`config.mk`:
```
export PLATFORM = sky130hd
export DESIGN_NAME = sonar_range
export DESIGN_NICKNAME = d
export VERILOG_FILES = /design/src/rtl/sonar_range.sv
export SDC_FILE = /design/constraint.sdc
export NUM_CORES = 1
export LEC_CHECK = 0
export ABC_AREA = 1
export BUFFER_PORTS_ARGS = -buffer_cell sky130_fd_sc_hd__buf_2
export CAP_MARGIN = 15
export CELL_PAD_IN_SITES_DETAIL_PLACEMENT = 1
export CELL_PAD_IN_SITES_GLOBAL_PLACEMENT = 1
export CORE_MARGIN = 2
export CORE_UTILIZATION = 30
export DETAILED_ROUTE_END_ITERATION = 7
export MAX_ROUTING_LAYER = met4
export PLACE_DENSITY = 0.64
export SYNTH_ARGS = -nofsm -noshare
export SYNTH_HDL_FRONTEND = slang
export SYNTH_SLANG_ARGS = --single-unit
export TNS_END_PERCENT = 50
```
`constraint.sdc`:
```
create_clock -name clk -period 5.4 [get_ports clk]
set_clock_uncertainty 0.05 [all_clocks]
set_input_delay 0.54 -clock clk [delete_from_list [all_inputs] [get_ports clk]]
set_output_delay 0.54 -clock clk [all_outputs]
set_load 0.01 [all_outputs]
```
`src/rtl/sonar_range.sv`:
```
// Echo-count to centimetre converter: restoring divider, saturation, optional
// 4-sample moving average (define SONAR_RANGE_AVG_EN), proximity flag.
module sonar_range #(
  parameter int unsigned DIVISOR = 58
) (
  input  logic        clk,
  input  logic        rst,
  input  logic        idle,
  input  logic [15:0] count_echo,
  input  logic [7:0]  threshold,
  output logic [7:0]  dist_cm,
  output logic        dist_valid,
  output logic        near,
  output logic        busy,
  output logic        overrun
);

  localparam logic [16:0] DivisorW = 17'(DIVISOR);

  typedef enum logic [1:0] {S_IDLE, S_DIV, S_AVG, S_OUT} state_e;

  state_e      state_q, state_d;
  logic        idle_q;
  logic        edgeDet;
  logic [15:0] dividend_q;
  logic [15:0] quot_q;
  logic [16:0] rem_q;
  logic [3:0]  bitCnt_q;
  logic [16:0] remShift;
  logic        remGeq;
  logic [7:0]  sample;
  logic [7:0]  resultD;
  logic [7:0]  dist_q;
  logic        near_q;
  logic        valid_q;
  logic        overrun_q;

  assign edgeDet  = idle & ~idle_q;
  assign remShift = 17'({rem_q, dividend_q[15]});
  assign remGeq   = remShift >= DivisorW;
  assign sample   = (quot_q[15:8] != 8'd0) ? 8'hFF : quot_q[7:0];

  always_ff @(posedge clk) begin
    if (rst) begin
      state_q <= S_IDLE;
    end else begin
      state_q <= state_d;
    end
  end

  always_comb begin
    state_d = state_q;
    case (state_q)
      S_IDLE: if (edgeDet) state_d = S_DIV;
      S_DIV:  if (bitCnt_q == 4'd15) state_d = S_AVG;
      S_AVG:  state_d = S_OUT;
      S_OUT:  state_d = S_IDLE;
      default: state_d = S_IDLE;
    endcase
  end

  always_comb begin
    busy = (state_q == S_DIV) || (state_q == S_AVG);
  end

  // Divider and output registers; idle_q resets high so a level already high is not an edge.
  always_ff @(posedge clk) begin
    if (rst) begin
      idle_q     <= 1'b1;
      dividend_q <= '0;
      quot_q     <= '0;
      rem_q      <= '0;
      bitCnt_q   <= '0;
      dist_q     <= '0;
      near_q     <= 1'b0;
      valid_q    <= 1'b0;
      overrun_q  <= 1'b0;
    end else begin
      idle_q    <= idle;
      valid_q   <= 1'b0;
      overrun_q <= edgeDet && (state_q != S_IDLE);
      case (state_q)
        S_IDLE: begin
          if (edgeDet) begin
            dividend_q <= count_echo;
            quot_q     <= '0;
            rem_q      <= '0;
            bitCnt_q   <= '0;
          end
        end
        S_DIV: begin
          rem_q      <= remGeq ? (remShift - DivisorW) : remShift;
          quot_q     <= {quot_q[14:0], remGeq};
          dividend_q <= {dividend_q[14:0], 1'b0};
          bitCnt_q   <= bitCnt_q + 4'd1;
        end
        S_OUT: begin
          dist_q  <= resultD;
          near_q  <= resultD < threshold;
          valid_q <= 1'b1;
        end
        default: ;
      endcase
    end
  end

`ifdef SONAR_RANGE_AVG_EN
  logic [7:0] hist_q [4];
  logic       primed_q;
  logic [9:0] histSum;

  // The first sample after reset fills every slot so the average starts at that sample.
  always_ff @(posedge clk) begin
    if (rst) begin
      for (int i = 0; i < 4; i++) hist_q[i] <= '0;
      primed_q <= 1'b0;
    end else if (state_q == S_AVG) begin
      if (primed_q) begin
        hist_q[3] <= hist_q[2];
        hist_q[2] <= hist_q[1];
        hist_q[1] <= hist_q[0];
        hist_q[0] <= sample;
      end else begin
        for (int i = 0; i < 4; i++) hist_q[i] <= sample;
      end
      primed_q <= 1'b1;
    end
  end

  always_comb begin
    histSum = 10'(hist_q[0]) + 10'(hist_q[1]) + 10'(hist_q[2]) + 10'(hist_q[3]);
    resultD = 8'(histSum >> 2);
  end
`else
  always_comb begin
    resultD = sample;
  end
`endif

  assign dist_cm    = dist_q;
  assign near       = near_q;
  assign dist_valid = valid_q;
  assign overrun    = overrun_q;

endmodule

```
# Word-level counts from Yosys, hierarchy flattened

Cells that the tools add are included.
Widths: inputs -> output; s select.

Add/sub/neg operators: 2
Order comparisons: 2
Eq/ne operators: 6
Muxes and demuxes: 14
Bitwise logic cells: 2
Reduce and logical (&&, ||, !) cells: 8

Operator list:

| kind                  | number |
|---|---|
| $pmux 16 s2           | 3 |
| $mux 16               | 4 |
| $ge 17x6->1 const B   | 1 |
| $sub 16x6->16 const B | 1 |
| $lt 8x8->1            | 1 |
| $mux 8                | 1 |
| $pmux 2 s4            | 1 |
| $pmux 4 s2            | 1 |
| $reduce_bool 8->1     | 1 |
| $add 4x1->4 const B   | 1 |
| $eq 2x2->1 const B    | 2 |
| $eq 4x4->1 const B    | 1 |
| $mux 2                | 2 |
| $mux 4                | 1 |
| $ne 2x2->1 const B    | 2 |
| $reduce_and 2->1      | 2 |
| $reduce_bool 2->1     | 2 |
| $eq 2x1->1 const B    | 1 |
| $logic_not 2->1       | 1 |
| $and 1x1->1           | 1 |
| $logic_and 1x1->1     | 1 |
| $logic_or 1x1->1      | 1 |
| $mux 1                | 1 |
| $not 1->1             | 1 |

Register bits after elaboration: 66
Input bits: 27
Word-level logic and storage cells: 44

# Longest topological paths before layout

Depth in word-level cells: 4
Gate-level depth with buffers: 12
Gate-level depth less buffers: 12

# Worst setup path after synthesis

No wires, ideal clock.

Path type: register to register
Start point: register quot_q[10]
End point: register near_q (netlist: near)
Arrival: 1.675 ns
Slack: 3.605 ns
Cell stages (with the launch flop): 11
Buffers on the path: 0
Clock period less this slack: 1.795 ns
Cells stage by stage: dfxtp_1 nor2_1 nand2_1 nor2_2 nand2_1 ha_1 a21oi_1 nor2_1 a2111oi_0 nand2_1 a21oi_1

Longest elaborated chain between the ends: 3

Ends and longest elaborated chain:

| item                     | RTL line | text |
|---|---|---|
| start: declaration       | 26       | `logic [15:0] quot_q;` |
| start signal: assignment | 93       | `quot_q <= {quot_q[14:0], remGeq};` |
| $reduce_bool 8->1        | 41       | `assign sample = (quot_q[15:8] != 8'd0) ? 8'hFF : quot_q[7:0];` |
| $mux 8                   | 41       |  |
| net resultD[5]           | 32       | `logic [7:0] resultD;` |
| $lt 8x8->1               | 99       | `near_q <= resultD < threshold;` |
| end signal: assignment   | 99       |  |
| end: declaration         | 34       | `logic near_q;` |

The timed path passes the listed nets, and every way through them passes these cells.
A chain may end at the register's enable or synchronous reset.

# Worst setup path after layout

Start point: register state_q[1]
End point: register rem_q[13]

Longest elaborated chain between the ends: 3
Elaborated cells on any way between the ends: 6

Ends and longest elaborated chain:

| item                                                                    | RTL line | text |
|---|---|---|
| start: declaration                                                      | 22       | `state_e state_q, state_d;` |
| start signal: assignment                                                | 47       | `state_q <= state_d;` |
| $eq 2x1->1 / $logic_not 2->1 (equally long branches)                    | 82       | `case (state_q)` |
| $reduce_bool 2->1 (no source line) / $ne 2x2->1 (equally long branches) | n/a      |  |
| $reduce_and 2->1 (no source line)                                       | n/a      |  |
| end signal: assignment                                                  | 92       | `rem_q <= remGeq ? (remShift - DivisorW) : remShift;` |
| end: declaration                                                        | 27       | `logic [16:0] rem_q;` |

Parallel ways exist; a longest one is shown, timed or not.

==> out/qor.txt <==
Design Power: 1.31 mW
Yosys top cell area share: 0.404
FF+latch count, synth: 66
Share of cells above drive strength 1: 0.166
Yosys top cell by area: dfxtp_1
Setup Viol. Count Final: 0
Antenna Cells: 0
Routed len/inst: 12.5 um
Total gr overflow: 0
Required @ worst endpoint: 5.55 ns
Register area share after synthesis: 0.404
# rows: 38
Worst vdd ir: 0.000208 V
CTS Buffer Depth: 2
Synth area leaders: dfxtp_1, nand2_1, a21oi_1
PwrDens: 358 nW/um^2
Pre-antenna DRT Iters: 4
Flop-to-flop setup slack: 2.56 ns
Syn_nets: 489
Total global-route track usage: 0.149
Yosys synthesis warning count: 0
First-pass GRT wire length: 13.5 mm
Routed vias/inst: 4.69
Final Critical Period: 2.84 ns
Die Area: 11700 um^2
Largest family of logic cells by synthesized area: simple AND/OR/NAND/NOR gates
Leak Pwr: 1.60 nW
Number of flops mapped to enable cells by yosys: 0
H-Tree Depth: 3
Clock root buffer: clkbuf_8
Final Max Slew Viols: 0
Top post-synthesis cells by count: nand2_1, dfxtp_1, inv_1
Final nets: 518
HPWL Detailed: 5.28 mm
Initial Util: 0.304
WP buf/inv: 2
Synth Area in Compound Gates: 0.150
Hold Fails Final Rpt: 0
Critical-path cell with the highest stage delay: ha_1
Post-Syn Instances: 449
Mux share of post-synthesis cell area: 0
Total CTS buffers: 9
Synth-to-layout area growth: 11.9%
Routed WL: 7.80 mm
Hold Crit Depth: 3
Most frequent cell after synthesis: nand2_1
Vias in the first global route: 2929
Actual slew at the worst max-slew pin: 0.901 ns
Num Clock Sinks: 66
Synth Area in Simple Gates: 0.270
Post-synthesis cell area: 3270 um^2
Via count: 2920
Share of flip-flops with an asynchronous set or reset: 0
Worst-case reg-to-reg path depth: 7
Worst path depth: 7
Post-CTS setup buffers: 0
Primary FF master, synth: dfxtp_1
Post-route DRC violation count: 0
Slew HR: 0.400
CTS tree: yes
# hold bufs at CTS: 0
Initial antenna violation count: 0
Chip height: 108 um
Worst min-delay path category: input port to register
Ports: 39
Fmax: 352 MHz
RSZ-0062 raised after global routing: no
Clock-pin slew on the worst setup and hold paths: 0.07 ns
Setup_tns: 0 ns
Worst-path cell chain: inv_1 -> ha_1 -> nand2_1 -> nand2_2 -> inv_2 -> a22oi_1 -> nor2_1
Netlist cell types: 34
Largest net degree at the start of global routing: 47
Adder-cell share of the synthesized area: 0.0498
Syn avg cell area: 7.28 um^2
Max-cap viol count: 0
IO Port Bufs: 38
Antenna Nets Post-Route: 0
Critical Path AT: 2.99 ns
Critical path startpoint category: register
Core box area: 10700 um^2
Fin crit share: 0.526
Crit path max-delay family: simple AND/OR/NAND/NOR gates
Outcome: finished, final reports clean
Critical path's largest stage delay: 0.64 ns
Crit path max fanout: 37
Crit Path Class: register to register
Chip Width: 108 um
Clk Latency, worst-skew pair: 0.34 ns
First DRT Iteration DRCs: 75
Post_cts resized: 0
Post-synthesis xor/xnor area fraction: 0.0214
Crit path capture type: register
Gpl congestion: 0.764
routing by layer:
layer  routed length (um)  vias up  track usage
li1                     -     1503            -
met1                 3970     1384        0.190
met2                 3550       25        0.232
met3                  170        8       0.0325
met4                  112        0       0.0568
met5                    0        -            -
kinds of logic after synthesis:
kind of cell               after synthesis
AOI/OAI and AO/OA                       90
xor gates and xnor gates                 8
adders and majority gates               13
buffers and inverters                   71
DFF                                     66
and+or+nand+nor                        201
flip-flops by register name, indices dropped and copies added, names as in the netlist:
name and count:
bitCnt_q 4, dist_cm 8, dist_valid 1, dividend_q 16, idle_q 1, near 1, overrun 1, quot_q 16
rem_q 16, state_q 2
final timing paths:
| path | from | to |
|---|---|---|
| hold / removal | idle | idle_q |
| setup / recovery | state_q[1] | rem_q[13] |
| setup reg to reg | state_q[1] | rem_q[13] |
| hold reg to reg | dividend_q[0] | dividend_q[0] |
where the power goes:
group          internal [mW]  total, mW  switching, mW
Combinational         0.0989      0.356          0.257
Sequential             0.549      0.583         0.0341
Clock                  0.177      0.370          0.193
Total                  0.825       1.31          0.484
final cells by class:
type / count / area (um^2)
multi-input combinational: 312 / 1610
clock buffer: 11 / 141
fill: 1401 / 7090
timing repair buffer: 38 / 190
sequential: 66 / 1320
clock inverter: 5 / 30.0
tap: 140 / 175
inverter: 51 / 191
layout by cell type (no fill, tap or decap), drive strengths merged, types with 11 or more instances in the layout:
cell type,instances
clkbuf,11
nor2,43
o21ai,28
a31oi,15
nand2,124
a21oi,42
inv,50
buf,38
dfxtp,66
ha,13
nand3,20
per-stage QoR:
step                      area, um^2   util  std cells  hold slack, ns  worst slack [ns]
after floorplan                 3270      -        449           0.390              3.60
after global placement          3480  0.324        607           0.405              2.68
after detailed placement        3480  0.324        607           0.416              2.54
after CTS                       3650  0.340        623           0.321              2.53
after global routing            3650  0.340        623           0.336              2.26
final                           3650  0.340        623           0.340              2.56
tightest hold or removal path, cell delays in order:
cell and delay, ns:
buf_2 0.08, inv_1 0.04, nand2_1 0.04
(Power assumes the default switching activity.)
